### config.mk
export PLATFORM = sky130hd
export DESIGN_NAME = sw_debounce
export DESIGN_NICKNAME = d
export VERILOG_FILES = /design/src/rtl/sw_debounce.sv
export SDC_FILE = /design/constraint.sdc
export NUM_CORES = 1
export LEC_CHECK = 0
export BUFFER_PORTS_ARGS = -buffer_cell sky130_fd_sc_hd__buf_2
export CAP_MARGIN = 20
export CORE_MARGIN = 4
export CORE_UTILIZATION = 35
export CTS_CLUSTER_SIZE = 24
export DETAILED_ROUTE_END_ITERATION = 8
export GPL_TIMING_DRIVEN = 1
export SETUP_SLACK_MARGIN = 0.05
export SLEW_MARGIN = 40
export SYNTH_ARGS = -nofsm -noshare
export SYNTH_HDL_FRONTEND = slang
export SYNTH_SLANG_ARGS = --single-unit
export TNS_END_PERCENT = 20
### constraint.sdc
create_clock -name clk_i -period 2.31 [get_ports clk_i]
set_input_delay 0.231 -clock clk_i [delete_from_list [all_inputs] [get_ports clk_i]]
set_output_delay 0.231 -clock clk_i [all_outputs]
set_load 0.02 [all_outputs]
### src/rtl/sw_debounce.sv
// Per-bit switch debouncer: 2-flop synchronizer, shared sample-tick prescaler and a
// disagreement counter per bit. Define SW_EDGE_LATCH_EN to build the sticky rise-event latch.
module sw_debounce #(
    parameter int TICK_DIV   = 50000,
    parameter int STABLE_CNT = 4
) (
    input  logic        clk_i,
    input  logic        rst_ni,
    input  logic [31:0] sw_raw_i,
    input  logic [31:0] rise_clr_i,
    output logic [31:0] sw_o,
    output logic        sw_changed_o,
    output logic [31:0] sw_rise_o
);

    localparam int PW = (TICK_DIV > 1) ? $clog2(TICK_DIV) : 1;
    localparam int CW = (STABLE_CNT > 1) ? $clog2(STABLE_CNT) : 1;
    localparam logic [PW-1:0] DIV_LAST = PW'(TICK_DIV - 1);
    localparam logic [CW-1:0] CNT_LAST = CW'(STABLE_CNT - 1);

    logic [31:0]   sync1_q;
    logic [31:0]   sync2_q;
    logic [PW-1:0] pre_q;
    logic [PW-1:0] pre_d;
    logic          tick_s;
    logic [CW-1:0] cnt_q [32];
    logic [CW-1:0] cnt_d [32];
    logic [31:0]   sw_q;
    logic [31:0]   sw_d;
    logic          chg_q;
    logic          chg_d;

    // Two-stage synchronizer for the asynchronous board inputs
    always_ff @(posedge clk_i or negedge rst_ni) begin
        if (!rst_ni) begin
            sync1_q <= 32'h0;
            sync2_q <= 32'h0;
        end else begin
            sync1_q <= sw_raw_i;
            sync2_q <= sync1_q;
        end
    end

    // Sample-tick prescaler, ticks on its last count value
    always_comb begin
        tick_s = (pre_q == DIV_LAST);
        if (tick_s) begin
            pre_d = '0;
        end else begin
            pre_d = pre_q + PW'(1);
        end
    end

    // Per-bit acceptance: STABLE_CNT consecutive disagreeing ticks flip the output bit
    always_comb begin
        sw_d = sw_q;
        for (int i = 0; i < 32; i++) begin
            cnt_d[i] = cnt_q[i];
            if (!tick_s) begin
                cnt_d[i] = cnt_q[i];
            end else if (sync2_q[i] == sw_q[i]) begin
                cnt_d[i] = '0;
            end else if (cnt_q[i] == CNT_LAST) begin
                sw_d[i]  = sync2_q[i];
                cnt_d[i] = '0;
            end else begin
                cnt_d[i] = cnt_q[i] + CW'(1);
            end
        end
        chg_d = (sw_d != sw_q);
    end

    // Prescaler, counters, debounced word and change pulse
    always_ff @(posedge clk_i or negedge rst_ni) begin
        if (!rst_ni) begin
            pre_q <= '0;
            sw_q  <= 32'h0;
            chg_q <= 1'b0;
            for (int i = 0; i < 32; i++) begin
                cnt_q[i] <= '0;
            end
        end else begin
            pre_q <= pre_d;
            sw_q  <= sw_d;
            chg_q <= chg_d;
            for (int i = 0; i < 32; i++) begin
                cnt_q[i] <= cnt_d[i];
            end
        end
    end

    assign sw_o         = sw_q;
    assign sw_changed_o = chg_q;

`ifdef SW_EDGE_LATCH_EN
    logic [31:0] rise_q;
    logic [31:0] rise_d;

    // Set has priority over clear when both hit the same bit
    always_comb begin
        rise_d = (rise_q & ~rise_clr_i) | (sw_d & ~sw_q);
    end

    // Sticky rise-event register
    always_ff @(posedge clk_i or negedge rst_ni) begin
        if (!rst_ni) begin
            rise_q <= 32'h0;
        end else begin
            rise_q <= rise_d;
        end
    end

    assign sw_rise_o = rise_q;
`else
    logic rise_clr_unused_s;
    assign rise_clr_unused_s = ^rise_clr_i;
    assign sw_rise_o         = 32'h0;
`endif

endmodule

==> metrics.yaml, run 1 <==
grtUsageTotal: 0.1191
synth_top_cell_area_share: 0.5885
hold_viol: 0
wire_per_inst_um: 12.82
n_fill_cell: 2008
diodes: 0
area_growth_syn_to_layout_pct: 19.40
ios: 131
critical_path_peak_fanout: 38
syn_inst: 657
yosysSeqAreaShare: 0.5885
hold_path.class: "in -> async"
grt_first_pass_wirelength_mm: 22.95
num_vias: 4658
crit_buf_inv: 1
cts_buffers: 17
cts.sinks: 177
fin_util: 0.4261
max_stage_delay_ns: 0.38
power_density_nw_per_um2: 696.4
synth_warnings: 0
postSynth.asyncResetShare: 1.000
synth-edff-count: 0
maxSlewViolCount: 0
antenna_found_initial: 0
worstSetupPathType: "reg -> reg"
grt_pass1_vias: 4682
drt_iter0_markers: 223
status: "finished, final reports clean"
grt_max_degree: 66
port_buffers: 66
ys_ff_latch: 177
period_share: 0.8154
cp-startpoint: "pre_q[0]"
grt_overflow: 0
synth_ff_type: "dfrtp_1"
ctsResizeCount: 0
yosys-top-cells-area: "dfrtp_1 (59%), nand2_1 (8.3%), mux2_4 (6.0%), ha_1 (5.5%), nand3_1 (4.5%)"
start_util: 0.3569
h-tree-depth: 4
clk_latency_ns: 0.43
cp_top_family: "simple AND/OR/NAND/NOR gates"
synth.most_common_cell: "dfrtp_1"
ys_types: 34
nets: 862
final-seq-area_um2: 4429
finalWeightedCongestion: 0.7006
fin_area_um2: 8986
num_rows: 53
cts-root-buf: "clkbuf_16"
synth.avg_cell_area_um2: 11.46
cts_hold_buf: 33
crit_slowest_cell: "dfrtp_1"
cts_tree: "built"
synth_top_cell_by_area: "dfrtp_1"
crit_chain: "ha_1, and3_1, and4_4, buf_12, nand2_1, mux2_4"
place_ws_ns: 0.4214
drtPass1Iterations: 4
endpoint_kind: "flop"
p_leak_nw: 4.789
drive_gt1_frac: 0.1817
start_kind: "flop"
dpl_cell_area_um2: 8075
drt_wl_total_mm: 13.48
die_h_um: 154.6
clkTransAtPathRegs_ns: 0.07
worstPathRequired_ns: 2.62
fp.dieW_um: 154.6
setup_slack_ns: 0.4264
antenna_left: 0
fin_skew_ns: 0.01049
vias_per_cell: 4.432
max_slew_margin: 0.6135
critPathArrivalTime_ns: 2.19
reg2reg_from: "pre_q[0]"
die-area_um2: 23910
synthesis.area_um2: 7526
multi_input_area_um2: 2811
drc: 0
holdWs_ns: 0.3345
clk_path_buf_depth: 2
postCtsSetupBuffers: 0
grt_setup_unrepaired: "no"
place_hpwl_mm: 8.776
setup-tns-final_ns: 0
timing.fmax_mhz: 530.9
drv_cap: 0
setup_violations: 0
fin_crit_ns: 1.884
synth.top_cells.by_count: "dfrtp_1 (177), nand2_1 (166), nand3_1 (68), nor2_1 (42), buf_4 (39)"
core_um2: 21090
tightest_slew_ns: 0.5798
peakVddDrop_v: 0.0004304
where the power goes:
part	leakage (nW)	switching [mW]	total, mW	internal (mW)
clock	0.276	1.22	2.85	1.63
combinational	2.20	0.146	0.225	0.0790
sequential	2.31	0.0271	3.18	3.16
state kept, by name, indices dropped and copies added, names as in the netlist:
name / cells
sw_changed_o: 1
sync2_q: 32
sync1_q: 32
pre_q: 16
sw_o: 32
cnt_q: 64
cell usage in the layout, fill, tap and decap left out, types with 2 or more instances in the layout:
master	instances
inv_6	2
dlygate4sd3_1	33
clkinvlp_4	3
a221oi_1	4
buf_4	3
buf_12	6
bufinv_16	2
conb_1	32
a22o_1	4
nor2_1	42
clkbuf_1	3
clkbuf_16	17
clkinv_2	2
nand3_1	68
xnor2_1	8
mux2_2	2
dfrtp_1	177
xor2_1	37
nand2_1	166
a22oi_1	8
and3_1	2
buf_2	65
ha_1	33
mux2_4	30
nor3_1	5
inv_1	3
nand4_1	4
metal layers:
metal | vias to the layer above | routed length (um) | track usage
li1 | 2324 | - | -
met1 | 2248 | 6539 | 0.1609
met2 | 74 | 6144 | 0.1832
met3 | 12 | 586 | 0.03218
met4 | 0 | 206 | 0.04668
met5 | - | 0 | 0
path summary, 6_finish.rpt:
kind / to / slack (ns) / cells after the start
hold reg to reg: sync2_q[5] / 0.35 / 0
setup reg to reg: sw_o[8] / 0.43 / 6
hold / removal: sync2_q[30] / 0.33 / 2
max in group asynchronous: sw_o[4] / 1.28 / 3
min in group clk_i: sync2_q[5] / 0.35 / 0
setup / recovery: sw_o[8] / 0.43 / 6
cell type report:
| class | instances | share of cell area |
|---|---|---|
| repair buffers | 108 | 0.09009 |
| clock inverters | 11 | 0.01448 |
| well taps | 275 | 0.03829 |
| flip-flops and latches | 177 | 0.4929 |
| multi-input cells | 456 | 0.3129 |
| clock buffers | 21 | 0.05013 |
| inverters | 3 | 0.001253 |
worst reg2reg max path, stage by stage, from the launching register on:
cell and delay (ns):
dfrtp_1 0.38, ha_1 0.19, and3_1 0.27, and4_4 0.31, buf_12 0.21, nand2_1 0.12, mux2_4 0.30
cell families after synthesis:
family	count (synthesis)	share of synthesized area
compound gates	19	0.01978
xor+xnor	45	0.05237
fa+ha+maj	33	0.05486
buf+inv	55	0.05370
flops	177	0.5885
mux	32	0.06284
other cells	1	0.0004983
simple gates	295	0.1674
per-stage QoR:
| step | std cells | power (mW) |
|---|---|---|
| 2_1_floorplan | 688 | 3.351 |
| 3_3_place_gp | 986 | 3.427 |
| 3_5_place_dp | 986 | 3.429 |
| 4_1_cts | 1051 | 6.361 |
| 5_1_grt | 1051 | 6.526 |
| 6_report | 1051 | 6.258 |
No activity file was read; power rests on OpenSTA's default activity.
==> inputs of run 2 (changes only) <==
==> constraint.sdc (replaced) <==
create_clock -name clk_i -period 1.8 [get_ports clk_i]
set_input_delay 0.18 -clock clk_i [delete_from_list [all_inputs] [get_ports clk_i]]
set_output_delay 0.18 -clock clk_i [all_outputs]
set_load 0.02 [all_outputs]
==> run 2 against run 1 <==
  * Wire length increased by 3.8%
  * Cell area increased by 2.7%
  * Sequential share of layout area decreased by 1.3 points
  * Non-clock buffer count increased by 27
  * Core utilization increased by 1.2 points
  * First-iteration DRC count decreased by 6.7%
  * Via count increased by 3.2%
  * Critical path depth unchanged
  * Cell count increased by 2.5%
  * Critical endpoint is now sw_o[12]
  * Largest power group unchanged
==> metrics.yaml, run 2 (synthesis results as in run 1) <==
n_fill_cell: 1998  # was 2008
hold_path.class: "in -> async"  # unchanged
num_vias: 4806  # was 4658
fp.dieW_um: 154.6  # unchanged
grt_pass1_vias: 4796  # was 4682
worstSetupPathType: "reg -> reg"  # unchanged
cts.sinks: 177  # unchanged
final_common_cell: "dfrtp_1"  # unchanged
start_kind: "flop"  # unchanged
mostFrequentLayoutCells: "dfrtp_1 (177), nand2_1 (163), nand3_1 (68), buf_2 (65), nor2_1 (42)"  # was dfrtp_1 (177), nand2_1 (166), nand3_1 (68), buf_2 (65), nor2_1 (42)
peakVddDrop_v: 0.0006284  # was 0.0004304 V
clkTransAtPathRegs_ns: 0.06  # was 0.07 ns
intPower_mw: 5.985  # was 4.870 mW
largest_register_ffs: 64  # unchanged
core_um2: 21090  # unchanged
drt_wl_total_mm: 13.99  # was 13.48 mm
num_rows: 53  # unchanged
holdWs_ns: 0.2614  # was 0.3345 ns
maxSlewViolCount: 0  # unchanged
power.switching_mw: 1.762  # was 1.388 mW
area_growth_syn_to_layout_pct: 22.64  # was 19.40%
cts_tree: "built"  # unchanged
p_clk_frac: 0.435  # was 0.455
swShare: 0.2275  # was 0.2218
grt_overflow: 0  # unchanged
critPathArrivalTime_ns: 2.04  # was 2.19 ns
drtPass1Iterations: 4  # unchanged
drv_cap: 0  # unchanged
timing.fmax_mhz: 576.1  # was 530.9 MHz
place_hpwl_mm: 9.157  # was 8.776 mm
crit_slowest_cell: "dfrtp_1"  # unchanged
cp_top_family: "simple AND/OR/NAND/NOR gates"  # unchanged
wire_per_inst_um: 12.99  # was 12.82 um
ios: 131  # unchanged
port_buffers: 66  # unchanged
p_leak_nw: 4.939  # was 4.789 nW
max_stage_delay_ns: 0.38  # about the same
worstPathRequired_ns: 2.11  # was 2.62 ns
drc: 0  # unchanged
diodes: 0  # unchanged
hold_viol: 0  # unchanged
setup-tns-final_ns: 0  # unchanged
fin_skew_ns: 0.009733  # was 0.01049 ns
grt_max_degree: 48  # was 66
grt_setup_unrepaired: "yes"  # was no
grt_first_pass_wirelength_mm: 23.82  # was 22.95 mm
endpoint_kind: "flop"  # unchanged
grtUsageTotal: 0.1239  # was 0.1191
clk_path_buf_depth: 2  # unchanged
critical_path_peak_fanout: 22  # was 38
seq_power_share: 0.527  # was 0.509
cts_buffers: 17  # unchanged
vias_per_cell: 4.462  # was 4.432
start_util: 0.3569  # unchanged
drive_gt1_frac: 0.2257  # was 0.1817
multi_input_area_um2: 2858  # was 2811 um2
crit_buf_inv: 1  # unchanged
power_density_nw_per_um2: 839.3  # was 696.4 nW/um2
clk_latency_ns: 0.43  # about the same
h-tree-depth: 4  # unchanged
fin_cells: 1077  # was 1051
finalWeightedCongestion: 0.7208  # was 0.7006
antenna_found_initial: 0  # unchanged
period_share: 0.9644  # was 0.8154
fin_crit_ns: 1.736  # was 1.884 ns
final-seq-area_um2: 4429  # unchanged
nets: 889  # was 862
status: "finished, final reports clean"  # unchanged
placed_cells: 1007  # was 986
power_mw: 7.747  # was 6.258 mW
antenna_left: 0  # unchanged
regMostFlops: "cnt_q"  # unchanged
setup_violations: 0  # unchanged
die-area_um2: 23910  # unchanged
die_h_um: 154.6  # unchanged
drt_iter0_markers: 208  # was 223
cts-root-buf: "clkbuf_16"  # unchanged
crit_chain: "ha_2, and3_4, and4_4, buf_12, nand2_1, mux2_4"  # was ha_1, and3_1, and4_4, buf_12, nand2_1, mux2_4
pwr-share-comb: 0.038  # was 0.036
-- run 2: changes by cell type in the layout (fill, tap and decap cells not counted), sizes merged --
| cell | previous run | this run |
|---|---|---|
| clkbuf | 21 | 19 |
| bufinv | 2 | 0 |
| clkinv | 3 | 6 |
| buf | 75 | 102 |
-- run 2: path summary, 6_finish.rpt --
path	start	end	slack [ns]	cells after the start
worst max-delay path	pre_q[1]	sw_o[12]	0.06	6
worst min-delay path	rst_ni	sync1_q[12]	0.26	2
worst max register to register	pre_q[1]	sw_o[12]	0.06	6
worst min register to register	sync1_q[30]	sync2_q[30]	0.34	0
max in group asynchronous	rst_ni	sync2_q[1]	0.91	3
min in group clk_i	sync1_q[30]	sync2_q[30]	0.34	0
-- run 2: worst register-to-register path, stage by stage (launching register included) --
cell	delay [ns]
dfrtp_1	0.38
ha_2	0.21
and3_4	0.18
and4_4	0.27
buf_12	0.18
nand2_1	0.10
mux2_4	0.30
-- run 2: repair_timing --
item,in CTS,in global routing
endpoints found under the setup margin,32,72
hold buffers,33,0
pin swaps,1,1
endpoints found under the hold margin,73,0
gates resized for setup,4,8
gates cloned,2,0
setup buffers,2,2
-- run 2: cell type report --
type,count,area share
tap,275,0.03728
clock buffer,19,0.04907
sequential,177,0.4799
clock inverter,12,0.008947
timing repair buffer,135,0.1140
inverter,3,0.001220
multi-input combinational,456,0.3096
-- run 2: per-stage QoR --
step,setup slack (ns),cell area (um2),utilization
finish,0.06414,9230,0.4377
global route,-0.01145,9230,0.4377
CTS,0.04116,9204,0.4365
detailed placement,0.001270,8235,0.3905
global placement,0.02102,8235,0.3905
floorplan,0.05318,7645,-
-- run 2: routing by layer --
layer | global-route usage | share of wire | up-vias | wire, um
li1 | - | - | 2390 | -
met1 | 0.1678 | 0.47 | 2324 | 6552
met2 | 0.1913 | 0.47 | 80 | 6632
met3 | 0.03470 | 0.043 | 12 | 607
met4 | 0.04458 | 0.014 | 0 | 197
met5 | 0 | 0 | - | 0
-- run 2: power by group through the flow --
stage	Clock (mW)	Combinational, mW	Sequential [mW]
2_1_floorplan	0	0.148	4.15
3_3_place_gp	0	0.240	4.16
3_5_place_dp	0	0.242	4.16
4_1_cts	3.50	0.299	4.09
5_1_grt	3.65	0.331	4.09
6_report	3.37	0.292	4.09
==> inputs of run 3 (changes only) <==
--- a/config.mk
+++ b/config.mk
@@ -6,12 +6,12 @@
 export NUM_CORES = 1
 export LEC_CHECK = 0
 export BUFFER_PORTS_ARGS = -buffer_cell sky130_fd_sc_hd__buf_2
-export CAP_MARGIN = 20
 export CORE_MARGIN = 4
 export CORE_UTILIZATION = 35
 export CTS_CLUSTER_SIZE = 24
 export DETAILED_ROUTE_END_ITERATION = 8
 export GPL_TIMING_DRIVEN = 1
+export RECOVER_POWER = 25
 export SETUP_SLACK_MARGIN = 0.05
 export SLEW_MARGIN = 40
 export SYNTH_ARGS = -nofsm -noshare
==> run 3 against run 2 <==
  * Global-route usage unchanged
  * Critical path depth stayed put
  * Power about the same
  * First-iteration DRC count shrank 6.7%
  * Via count fell by 0.29%
  * Clock skew decreased by 0.00087 ns
  * Sequential share of layout area hardly changed
  * Non-clock buffer count is the same
  * Die area unchanged
  * Worst hold slack better by 0.081 ns
  * Critical path type unchanged
  * Largest power group unchanged
==> metrics.yaml, run 3 (synthesis results as in run 1) <==
status: "finished, final reports clean"  # unchanged
max_slew_margin: 0.1776
regMostFlops: "cnt_q"  # unchanged
cp_top_family: "simple AND/OR/NAND/NOR gates"  # unchanged
wire_per_inst_um: 13.02  # was 12.99 um
cts_buffers: 17  # unchanged
fin_area_um2: 9223  # was 9230 um2
crit_chain: "ha_2, and3_4, and4_4, buf_12, nand2_1, mux2_4"  # unchanged
grt_max_degree: 48  # unchanged
peakVddDrop_v: 0.0006284  # about the same
die_h_um: 154.6  # unchanged
fin_util: 0.4373  # was 0.4377
drtPass1Iterations: 4  # unchanged
worstSetupPathType: "reg -> reg"  # unchanged
cts.sinks: 177  # unchanged
fp.dieW_um: 154.6  # unchanged
clk_latency_ns: 0.43  # about the same
start_util: 0.3569  # unchanged
vias_per_cell: 4.449  # was 4.462
tightest_slew_ns: 1.234
crit_slowest_cell: "dfrtp_1"  # unchanged
cts_tree: "built"  # unchanged
nets: 889  # unchanged
setup_slack_ns: 0.06331  # was 0.06414 ns
clkTransAtPathRegs_ns: 0.07  # was 0.06 ns
power_density_nw_per_um2: 840.4  # was 839.3 nW/um2
largest_register_ffs: 64  # unchanged
maxSlewViolCount: 0  # unchanged
n_fill_cell: 1997  # was 1998
grt_first_pass_wirelength_mm: 23.82  # unchanged
critPathArrivalTime_ns: 2.05  # was 2.04 ns
drt_iter0_markers: 194  # was 208
area_growth_syn_to_layout_pct: 22.54  # was 22.64%
crit_buf_inv: 1  # unchanged
num_rows: 53  # unchanged
cts-root-buf: "clkbuf_16"  # unchanged
holdWs_ns: 0.3424  # was 0.2614 ns
antenna_left: 0  # unchanged
fin_skew_ns: 0.008863  # was 0.009733 ns
setup_violations: 0  # unchanged
drt_wl_total_mm: 14.02  # was 13.99 mm
grtUsageTotal: 0.1239  # unchanged
critical_path_peak_fanout: 22  # unchanged
final_common_cell: "dfrtp_1"  # unchanged
num_vias: 4792  # was 4806
diodes: 0  # unchanged
hold_path.class: "reg -> reg"  # was in -> async
setup-tns-final_ns: 0  # unchanged
drv_cap: 0  # unchanged
antenna_found_initial: 0  # unchanged
die-area_um2: 23910  # unchanged
port_buffers: 66  # unchanged
worstPathRequired_ns: 2.11  # about the same
grt_setup_unrepaired: "yes"  # unchanged
hold_viol: 0  # unchanged
drive_gt1_frac: 0.2244  # was 0.2257
dpl_cell_area_um2: 8235  # unchanged
grt_overflow: 0  # unchanged
placed_cells: 1007  # unchanged
ios: 131  # unchanged
power_mw: 7.751  # was 7.747 mW
grt_pass1_vias: 4796  # unchanged
place_ws_ns: 0.001270  # unchanged
finalWeightedCongestion: 0.7208  # unchanged
mostFrequentLayoutCells: "dfrtp_1 (177), nand2_1 (163), nand3_1 (68), buf_2 (64), nor2_1 (42)"  # was dfrtp_1 (177), nand2_1 (163), nand3_1 (68), buf_2 (65), nor2_1 (42)
p_leak_nw: 4.934  # was 4.939 nW
endpoint_kind: "flop"  # unchanged
clk_path_buf_depth: 2  # unchanged
start_kind: "flop"  # unchanged
max_stage_delay_ns: 0.38  # about the same
period_share: 0.9648  # was 0.9644
timing.fmax_mhz: 575.8  # was 576.1 MHz
h-tree-depth: 4  # unchanged
fin_crit_ns: 1.737  # was 1.736 ns
fin_cells: 1077  # unchanged
drc: 0  # unchanged
place_hpwl_mm: 9.157  # unchanged
core_um2: 21090  # unchanged
[run 3: final timing paths]
kind | slack [ns] | to | from | depth (start not counted)
min in group asynchronous | 0.56 | sync1_q[12] | rst_ni | 2
hold / removal | 0.34 | sync2_q[30] | sync1_q[30] | 0
max in group asynchronous | 0.33 | sync2_q[1] | rst_ni | 3
setup reg to reg | 0.06 | sw_o[0] | pre_q[1] | 6
setup / recovery | 0.06 | sw_o[0] | pre_q[1] | 6
hold reg to reg | 0.34 | sync2_q[30] | sync1_q[30] | 0
[run 3: layout make-up]
class / instances / area [um2] / share of cell area
multi-input cells: 456 / 2858 / 0.3099
repair buffers: 135 / 1045 / 0.1133
flip-flops and latches: 177 / 4429 / 0.4803
clock buffers: 19 / 452.9 / 0.04911
inverters: 3 / 11.26 / 0.001221
well taps: 275 / 344.1 / 0.03731
clock inverters: 12 / 82.58 / 0.008954
[run 3: per-layer routing]
layer / up-vias / routed length, um / GRT usage / part of all wire
met5: - / 0 / 0 / 0
met4: 0 / 196 / 0.04458 / 0.014
met3: 12 / 596 / 0.03470 / 0.043
met2: 77 / 6643 / 0.1913 / 0.47
met1: 2314 / 6585 / 0.1678 / 0.47
li1: 2389 / - / - / -
[run 3: worst register-to-register path, cell delays in order, from the launching register on]
cell	delay, ns
dfrtp_1	0.38
ha_2	0.21
and3_4	0.18
and4_4	0.27
buf_12	0.18
nand2_1	0.10
mux2_4	0.30
[run 3: where the power goes]
group          internal [mW]  total (mW)  switching, mW
Sequential              4.05        4.09         0.0350
Clock                   1.83        3.38           1.54
Combinational          0.102       0.290          0.188
Total                   5.98        7.75           1.77
[run 3: what timing repair did]
action	CTS	global route
setup buffers	2	2
hold buffers	33	0
pin swaps	1	1
gates cloned	2	0
resized for setup	4	8
setup endpoints to repair	32	72
hold endpoints to repair	73	0
